$ cat src/rtl/core_config_pkg.sv
// Shared core configuration: bus width, machine-timer register map and byte-lane merge helper.
// Pure declarations; no latency or flow control of its own.
package core_config_pkg;

  localparam int XLEN = 32;
  localparam logic [31:0] MTIMER_BASE = 32'h0002_0000;

  typedef enum logic [2:0] {
    MT_CTRL        = 3'd0,
    MT_PRESCALE    = 3'd1,
    MT_MTIME_LO    = 3'd2,
    MT_MTIME_HI    = 3'd3,
    MT_MTIMECMP_LO = 3'd4,
    MT_MTIMECMP_HI = 3'd5,
    MT_STATUS      = 3'd6,
    MT_RSVD        = 3'd7
  } mtimer_reg_e;

  localparam int CTRL_CNT_EN = 0;
  localparam int CTRL_IRQ_EN = 1;

  function automatic logic [XLEN-1:0] merge_bytes(input logic [XLEN-1:0] cur,
                                                  input logic [XLEN-1:0] wdata,
                                                  input logic [XLEN/8-1:0] be);
    logic [XLEN-1:0] r;
    r = cur;
    for (int i = 0; i < XLEN/8; i++) begin
      if (be[i]) r[8*i +: 8] = wdata[8*i +: 8];
    end
    return r;
  endfunction

endpackage

$ cat src/rtl/mtimer_prescaler.sv
// Prescaler for mtime: pcnt counts 0..reload while en, tick is combinational on the terminal count.
// Latency: tick in the same cycle pcnt==reload; clr wins over counting; no backpressure.
module mtimer_prescaler #(
  parameter int W = 16
) (
  input  logic         clk,
  input  logic         rst_n,
  input  logic         en,
  input  logic [W-1:0] reload,
  input  logic         clr,
  output logic         tick
);

  logic [W-1:0] pcnt;

  assign tick = en & (pcnt == reload);

  always_ff @(posedge clk or negedge rst_n) begin
    if (!rst_n) begin
      pcnt <= '0;
    end else if (clr || tick) begin
      pcnt <= '0;
    end else if (en) begin
      pcnt <= pcnt + 1'b1;
    end
  end

endmodule

$ cat src/rtl/mtimer_responder.sv
// Memory-mapped machine timer (mtime/mtimecmp/prescaler) with a level timer interrupt.
// Latency: one cycle registered response per selected access; accepts every cycle, never stalls.
module mtimer_responder #(
  parameter int              XLEN       = core_config_pkg::XLEN,
  parameter logic [XLEN-1:0] BASE_ADDR  = core_config_pkg::MTIMER_BASE,
  parameter int              PRESCALE_W = 16
) (
  input  logic              clk,
  input  logic              rst_n,
  input  logic              mem_req,
  input  logic              mem_we,
  input  logic [XLEN/8-1:0] mem_byteen,
  input  logic [XLEN-1:0]   mem_addr,
  input  logic [XLEN-1:0]   mem_wdata,
  output logic [XLEN-1:0]   mem_rdata,
  output logic              resp_valid,
  output logic              mem_err,
  output logic              timer_irq
);
  import core_config_pkg::*;

  mtimer_reg_e           off;
  logic                  sel, wr, rd;
  logic [1:0]            ctrl;
  logic [PRESCALE_W-1:0] prescale;
  logic [63:0]           mtime, mtimecmp;
  logic [31:0]           hi_shadow;
  logic                  tick, cmp_hit;
  logic [XLEN-1:0]       rdata_c, cur_c, wmerge;
  logic                  err_c;
  logic                  unused_ok;

  assign sel     = mem_req & (mem_addr[XLEN-1:5] == BASE_ADDR[XLEN-1:5]);
  assign off     = mtimer_reg_e'(mem_addr[4:2]);
  assign wr      = sel & mem_we;
  assign rd      = sel & ~mem_we;
  assign cmp_hit = mtime >= mtimecmp;
  assign unused_ok = &{1'b0, mem_addr[1:0]};

  // cur_c differs from rdata_c only for MTIME_HI: reads see the shadow, writes merge into the live half.
  always_comb begin
    rdata_c = '0;
    cur_c   = '0;
    err_c   = 1'b0;
    case (off)
      MT_CTRL:        rdata_c = XLEN'(ctrl);
      MT_PRESCALE:    rdata_c = XLEN'(prescale);
      MT_MTIME_LO:    rdata_c = mtime[31:0];
      MT_MTIME_HI:    rdata_c = hi_shadow;
      MT_MTIMECMP_LO: rdata_c = mtimecmp[31:0];
      MT_MTIMECMP_HI: rdata_c = mtimecmp[63:32];
      MT_STATUS: begin
        rdata_c = XLEN'(cmp_hit);
        err_c   = mem_we;
      end
      default:        err_c   = 1'b1;
    endcase
    cur_c = (off == MT_MTIME_HI) ? mtime[63:32] : rdata_c;
  end

  assign wmerge = merge_bytes(cur_c, mem_wdata, mem_byteen);

  mtimer_prescaler #(.W(PRESCALE_W)) u_prescaler (
    .clk    (clk),
    .rst_n  (rst_n),
    .en     (ctrl[CTRL_CNT_EN]),
    .reload (prescale),
    .clr    (wr && (off == MT_PRESCALE)),
    .tick   (tick)
  );

  always_ff @(posedge clk or negedge rst_n) begin
    if (!rst_n) begin
      ctrl     <= '0;
      prescale <= '0;
      mtimecmp <= '1;
    end else if (wr) begin
      case (off)
        MT_CTRL:        ctrl            <= wmerge[1:0];
        MT_PRESCALE:    prescale        <= wmerge[PRESCALE_W-1:0];
        MT_MTIMECMP_LO: mtimecmp[31:0]  <= wmerge;
        MT_MTIMECMP_HI: mtimecmp[63:32] <= wmerge;
        default: ;
      endcase
    end
  end

  // A software write to either half suppresses the increment for the whole counter that cycle.
  always_ff @(posedge clk or negedge rst_n) begin
    if (!rst_n) begin
      mtime <= '0;
    end else if (wr && (off == MT_MTIME_LO)) begin
      mtime[31:0] <= wmerge;
    end else if (wr && (off == MT_MTIME_HI)) begin
      mtime[63:32] <= wmerge;
    end else if (tick) begin
      mtime <= mtime + 64'd1;
    end
  end

  always_ff @(posedge clk or negedge rst_n) begin
    if (!rst_n) begin
      hi_shadow  <= '0;
      resp_valid <= 1'b0;
      mem_rdata  <= '0;
      mem_err    <= 1'b0;
      timer_irq  <= 1'b0;
    end else begin
      if (rd && (off == MT_MTIME_LO)) hi_shadow <= mtime[63:32];
      resp_valid <= sel;
      mem_rdata  <= rd ? rdata_c : '0;
      mem_err    <= sel & err_c;
      timer_irq  <= ctrl[CTRL_IRQ_EN] & cmp_hit;
    end
  end

endmodule
$ cat config.mk
export PLATFORM = sky130hd
export DESIGN_NAME = mtimer_responder
export DESIGN_NICKNAME = d
export VERILOG_FILES = /design/src/rtl/core_config_pkg.sv /design/src/rtl/mtimer_prescaler.sv /design/src/rtl/mtimer_responder.sv
export SDC_FILE = /design/constraint.sdc
export NUM_CORES = 1
export LEC_CHECK = 0
export ABC_AREA = 1
export CAP_MARGIN = 20
export CORE_MARGIN = 5
export CORE_UTILIZATION = 60
export DETAILED_ROUTE_END_ITERATION = 10
export PLACE_DENSITY = 0.85
export SYNTH_ARGS = -nofsm -noshare
export SYNTH_HDL_FRONTEND = slang
export SYNTH_SLANG_ARGS = --single-unit
$ cat constraint.sdc
create_clock -name clk -period 4.6 [get_ports clk]
set_input_delay 0.69 -clock clk [delete_from_list [all_inputs] [get_ports clk]]
set_output_delay 0.69 -clock clk [all_outputs]
set_load 0.01 [all_outputs]
==> metrics, run 1 <==
outcome=finished clean; Pint=0.00338 W; Seq/Total Area, Yosys=40.2%; Std-Cell Rows=56; unrepaired setup endpoints after global routing=false; TritonCTS clock tree=built; wire per inst=22.7 µm; Seq. cell area=0.00581 mm²; DP HPWL=39700 µm; placed cell count=2297; Post-CTS Setup Bufs=0; setup TNS=0 ps; first-pass GRT wire length=80600 µm; Cell Pwr Density=276 mW/mm²; Worst Setup Path Type=input port to register; area grow syn2layout=15.2%; DIE WIDTH=165 µm; vias=14700; R2R cell count=16; net count after synthesis=2054; worst r2r src=mtimecmp[61]$_DFFE_PN1P_; count of state elements after synthesis=229; Max-Cap Viols=0; Mapped Avg Cell Area=7.55 µm²; IO Port Bufs=104; root buf cell=clkbuf_16; Yosys top cell area share=28.6%; final setup violation count=0; Overall Power=0.00460 W; layout cells sized above 1=8.93%; Max Freq=0.265 GHz; initial core utilization=61.2%; post-route insts no fill=2346; die area=0.0273 mm²; final critical-path share of the clock period=81.9%; Reg2Reg Setup Slack=1310 ps; Worst EP required=4990 ps; Logic pwr share=10.5%; n_diodes=0; Tot GR Track Use=38.8%; minimum clock period=3770 ps; Arr. time, crit path=4150 ps; post-cts sizing count=0; ys flop type=dfrtp_1; Tightest Hold Check Type=input port to asynchronous set/reset pin; Fill cells=1980; Routed WL=53200 µm; Hold Vio Cnt, Final=0; Nets=2145; Final ANT Viol Nets=0; core area=0.0236 mm²; antenna violations before repair=1; CTS Hold Buffers Added=0; count leader, synth=nand2_1; IR drop worst, VDD=0.427 mV; CTS H-tree lvls=1; synth unique cells=57; clk_lat worst skew=540 ps; Leak=7.37 nW; Layout Skew=13.5 ps; Seq pwr share=44.3%; Die H=165 µm; Clock Power Share=45.2%; top post-synthesis cells by count=422 x nand2_1, 229 x inv_1, 221 x o21ai_0; end point of the critical path=mtime[26]$_DFFE_PN0P_; Gate Count Post-Synth=1916; Bufs on Longest Clock Path=3; total I/O pin count=107; area leader, netlist=dfrtp_1; GR Overflow Total=0; First-pass DRT Iterations=9; DRC violation count after routing=0; worst setup path start=mem_addr[2]; clk slew on worst S/H paths=60 ps; Synth Warn #=0; main area contributors after synthesis=dfrtp_1 29%, dfstp_2 12%, nand2_1 11%; Slew Limit Headroom=33.9%; Num CTS Buffers=27; area of the multi-input gates=0.00743 mm²; Synth async-reset ratio=100%; clock sink count=229; design area=0.0167 mm²; crit-path max FO=32; switching share of power=26.5%; maximum number of pins on one net before global-route repair=100; Via density=6.28; Iter 0 DRT Violations=1999; mapped cell area=0.0145 mm²; crit path launch type=input port; vias in the first global route=14000; fin. max-slew vios=0; NetSw=0.00122 W; kind of end point of the critical path=register; worst slew pin tran=984 ps; Post-synth EDFFs=0; placed cell areas=0.0158 mm²; gp weighted congestion=1.05; RR Endpoint=mtime[32]$_DFFE_PN0P_
## cell type report
type | count | area share (%)
Tap cell | 319 | 2.40
Clock inverter | 10 | 0.481
Timing Repair Buffer | 128 | 7.59
Inverter | 242 | 5.51
Clock buffer | 39 | 4.57
Multi-Input combinational cell | 1379 | 44.6
Sequential cell | 229 | 34.9
## cell usage in the layout (no fill, tap or decap), types with 10 or more instances in the layout
cell             instances
a211oi_1                10
a21oi_1                 84
a221oi_1                17
a22oi_1                 10
buf_4                   21
clkbuf_16               27
clkdlybuf4s50_1        103
dfrtp_1                165
dfstp_2                 64
ha_1                    66
inv_1                  229
nand2_1                422
nand3_1                 59
nand4_1                 32
nor2_1                 192
nor3_1                  47
nor4_1                  16
o211ai_1                27
o21ai_0                221
o21ai_1                 15
o22ai_1                 36
xor2_1                  57
## cells by family (layout without fill, tap and decap cells)
kind of cell	Yosys count	count (layout)	share of synthesized area [%]
compound gates	452	452	18.2
flops	229	229	40.2
fa+ha+maj	66	66	5.71
xor+xnor	59	59	3.57
buf+inv	308	419	8.50
simple gates	802	802	23.8
## sequential cells by signal, summed over array words and instances (netlist names)
| register | count |
|---|---|
| timer_irq | 1 |
| hi_shadow | 32 |
| resp_valid | 1 |
| mem_err | 1 |
| mtimecmp | 64 |
| ctrl | 2 |
| mem_rdata | 32 |
| prescale | 16 |
| mtime | 64 |
| u_prescaler.pcnt | 16 |
## power groups by stage
stage / Combinational (W) / Sequential (W) / Clock, W
3_5_place_dp: 0.000466 / 0.00207 / 0
4_1_cts: 0.000469 / 0.00204 / 0.00208
2_1_floorplan: 0.000240 / 0.00207 / 0
5_1_grt: 0.000515 / 0.00203 / 0.00216
3_3_place_gp: 0.000457 / 0.00207 / 0
6_report: 0.000484 / 0.00204 / 0.00208
## worst min path at each step
| stage | from | endpoint | cells past startpoint |
|---|---|---|---|
| after global placement | hi_shadow[24]$_DFFE_PN0P_ | hi_shadow[24]$_DFFE_PN0P_ | 2 |
| after detailed placement | hi_shadow[2]$_DFFE_PN0P_ | hi_shadow[2]$_DFFE_PN0P_ | 2 |
| after CTS | rst_n | u_prescaler.pcnt[12]$_DFFE_PN0P_ | 1 |
| after floorplan | rst_n | ctrl[0]$_DFFE_PN0P_ | 0 |
| final | rst_n | u_prescaler.pcnt[11]$_DFFE_PN0P_ | 1 |
| after global routing | rst_n | u_prescaler.pcnt[10]$_DFFE_PN0P_ | 1 |
## routing by layer
metal | up-vias | wire length [µm] | GRT usage (%)
met3 | 148 | 6720 | 10.4
li1 | 6589 | - | -
met1 | 7063 | 21400 | 55.2
met2 | 930 | 23100 | 57.6
met5 | - | 0 | 0
met4 | 0 | 2020 | 13.1
## through the flow
stage | hold slack, ps | setup WS (ps) | util, %
2_1_floorplan | 394 | 2230 | -
3_3_place_gp | 466 | 538 | 67.0
3_5_place_dp | 473 | 447 | 67.0
4_1_cts | 225 | 998 | 70.6
5_1_grt | 267 | 691 | 70.6
6_report | 189 | 832 | 70.6
## critical path: stages
cell and delay, ps:
clkdlybuf4s50_1 760, nand3_4 120, inv_2 580, nand3_1 650, inv_1 910, a21oi_4 190
o211ai_1 150, o21ai_0 100
Power figures use the tool's default switching activity.
==> inputs of run 2 (changes only) <==
==> constraint.sdc (replaced) <==
create_clock -name clk -period 3.55 [get_ports clk]
set_input_delay 0.5325 -clock clk [delete_from_list [all_inputs] [get_ports clk]]
set_output_delay 0.5325 -clock clk [all_outputs]
set_load 0.01 [all_outputs]
==> run 2 against run 1 <==
Worst setup slack got worse by 540 ps. Cell count increased by 1.4%. Critical endpoint is now mtime[32]$_DFFE_PN0P_. Total power increased by 32%. Clock power increased by 33%. Routed wire length increased by 0.93%. Non-clock buffer count increased by 32. Critical path type is now register to register. Sequential power increased by 29%.
==> metrics, run 2 (synthesized netlist as in run 1, its figures left out) <==
clk slew on worst S/H paths=60 ps (about the same); Routed WL=53700 µm (+0.93%); die area=0.0273 mm² (unchanged); Leak=7.55 nW (+2.4%); Hold Vio Cnt, Final=0 (unchanged); placed cell areas=0.0161 mm² (+1.8%); Via density=6.28 (about the same); Tot GR Track Use=39.4% (+0.59 points); Die H=165 µm (unchanged); total I/O pin count=107 (unchanged); TritonCTS clock tree=built; GR Overflow Total=0 (unchanged); Worst Setup Path Type=register to register; Layout Skew=21.1 ps (+7.61 ps); Max Freq=0.307 GHz; most common library cell in the layout ignoring fill and taps=nand2_1; Fill cells=1918 (-3.1%); Slew Limit Headroom=37.7% (+3.7 points); setup TNS=0 ps (unchanged); Post-CTS Setup Bufs=0 (unchanged); vias in the first global route=14100 (+1.2%); worst slew pin tran=935 ps (-48.4 ps); CTS H-tree lvls=1 (unchanged); outcome=finished clean; DIE WIDTH=165 µm (unchanged); area grow syn2layout=17.4%; DP HPWL=40200 µm (+1.5%); Max-Cap Viols=0 (unchanged); n_diodes=0 (unchanged); Final ANT Viol Nets=0 (unchanged); Worst EP required=3980 ps (-1010 ps); final critical-path share of the clock period=91.9%; clk_lat worst skew=550 ps (about the same); worst r2r src=mtimecmp[57]$_DFFE_PN1P_; gp weighted congestion=1.05 (+0.25%); kind of end point of the critical path=register; CTS Hold Buffers Added=0 (unchanged); crit path launch type=register; wire per inst=22.6 µm (-0.47%); antenna violations before repair=1 (unchanged); minimum clock period=3260 ps; First-pass DRT Iterations=7 (-2); RR Endpoint=mtime[32]$_DFFE_PN0P_; layout cells sized above 1=10.3% (+1.4 points); Iter 0 DRT Violations=2218 (+11%); Num CTS Buffers=27 (unchanged); root buf cell=clkbuf_16; R2R cell count=18 (+2); crit-path max FO=6 (-81%); clock sink count=229 (unchanged); Nets=2177 (+1.5%); Reg2Reg Setup Slack=290 ps (-1020 ps); Tightest Hold Check Type=input port to asynchronous set/reset pin; IR drop worst, VDD=0.309 mV (-28%); unrepaired setup endpoints after global routing=false; Regs by FF count=mtime x64, mtimecmp x64; vias=14900 (+1.5%); Bufs on Longest Clock Path=3 (unchanged); fin. max-slew vios=0 (unchanged); most frequent cells in the layout=422 x nand2_1, 229 x inv_1, 221 x o21ai_0; post-cts sizing count=0 (unchanged); maximum number of pins on one net before global-route repair=88 (-12%); design area=0.0170 mm² (+1.9%); first-pass GRT wire length=81600 µm (+1.2%); Arr. time, crit path=3690 ps (-460 ps); Std-Cell Rows=56 (unchanged); DRC violation count after routing=0 (unchanged); initial core utilization=61.2% (unchanged); core area=0.0236 mm² (unchanged); IO Port Bufs=104 (unchanged); final setup violation count=0 (unchanged); Cell Pwr Density=357 mW/mm² (+29%)
## run 2: layout make-up
type | instances | area (µm²) | area share [%]
Tap cell | 319 | 399 | 2.35
Clock buffer | 42 | 803 | 4.73
Multi-Input combinational cell | 1379 | 7430 | 43.8
Sequential cell | 229 | 5810 | 34.2
Inverter | 242 | 917 | 5.40
Timing Repair Buffer | 160 | 1540 | 9.08
Clock inverter | 8 | 75.1 | 0.442
## run 2: routing by layer
metal | up-vias | wire, µm | global-route usage, %
met5 | - | 13 | 0
met2 | 1025 | 23000 | 59.1
met4 | 2 | 2380 | 13.0
met1 | 7055 | 20800 | 54.7
li1 | 6667 | - | -
met3 | 195 | 7490 | 12.1
## run 2: worst max path at each step
stage                                  start               endpoint
floorplan                       mem_addr[30]  mtime[22]$_DFFE_PN0P_
global placement                mem_addr[17]   mtime[2]$_DFFE_PN0P_
detailed placement              mem_addr[17]  mtime[14]$_DFFE_PN0P_
CTS                 mtimecmp[57]$_DFFE_PN1P_  mtime[32]$_DFFE_PN0P_
global route        mtimecmp[57]$_DFFE_PN1P_  mtime[32]$_DFFE_PN0P_
finish              mtimecmp[57]$_DFFE_PN1P_  mtime[32]$_DFFE_PN0P_
## run 2: power by group
group	internal, W	switching, W	leakage (nW)
registers	0.00263	0.00000951	2.86
logic	0.000221	0.000439	4.26
clock network	0.00163	0.00113	0.431
total	0.00447	0.00158	7.55
## run 2: worst max-delay path, cell delays in order, from the launching register on
cell	delay (ps)
dfstp_2	530
inv_1	60
ha_1	290
nand2_1	70
inv_1	40
o21ai_0	150
nand2_1	80
a21oi_1	410
nand2_1	100
nor2_1	400
nand2_1	140
nand2_1	80
nand2_1	40
nand2_1	130
nand2_1	70
nand2_1	80
nand2_1	220
o21ai_1	220
nand2_1	60
## run 2: per-stage QoR
stage / setup slack (ps) / utilization (%) / hold WS, ps / power, W / std cells
final: 288 / 71.9 / 19.0 / 0.00606 / 2379
after global routing: 145 / 71.9 / 59.4 / 0.00622 / 2379
after CTS: 480 / 71.9 / 44.0 / 0.00604 / 2379
after detailed placement: 252 / 68.2 / 474 / 0.00331 / 2329
after global placement: 336 / 68.2 / 465 / 0.00330 / 2329
after floorplan: 1340 / - / 237 / 0.00299 / 1916
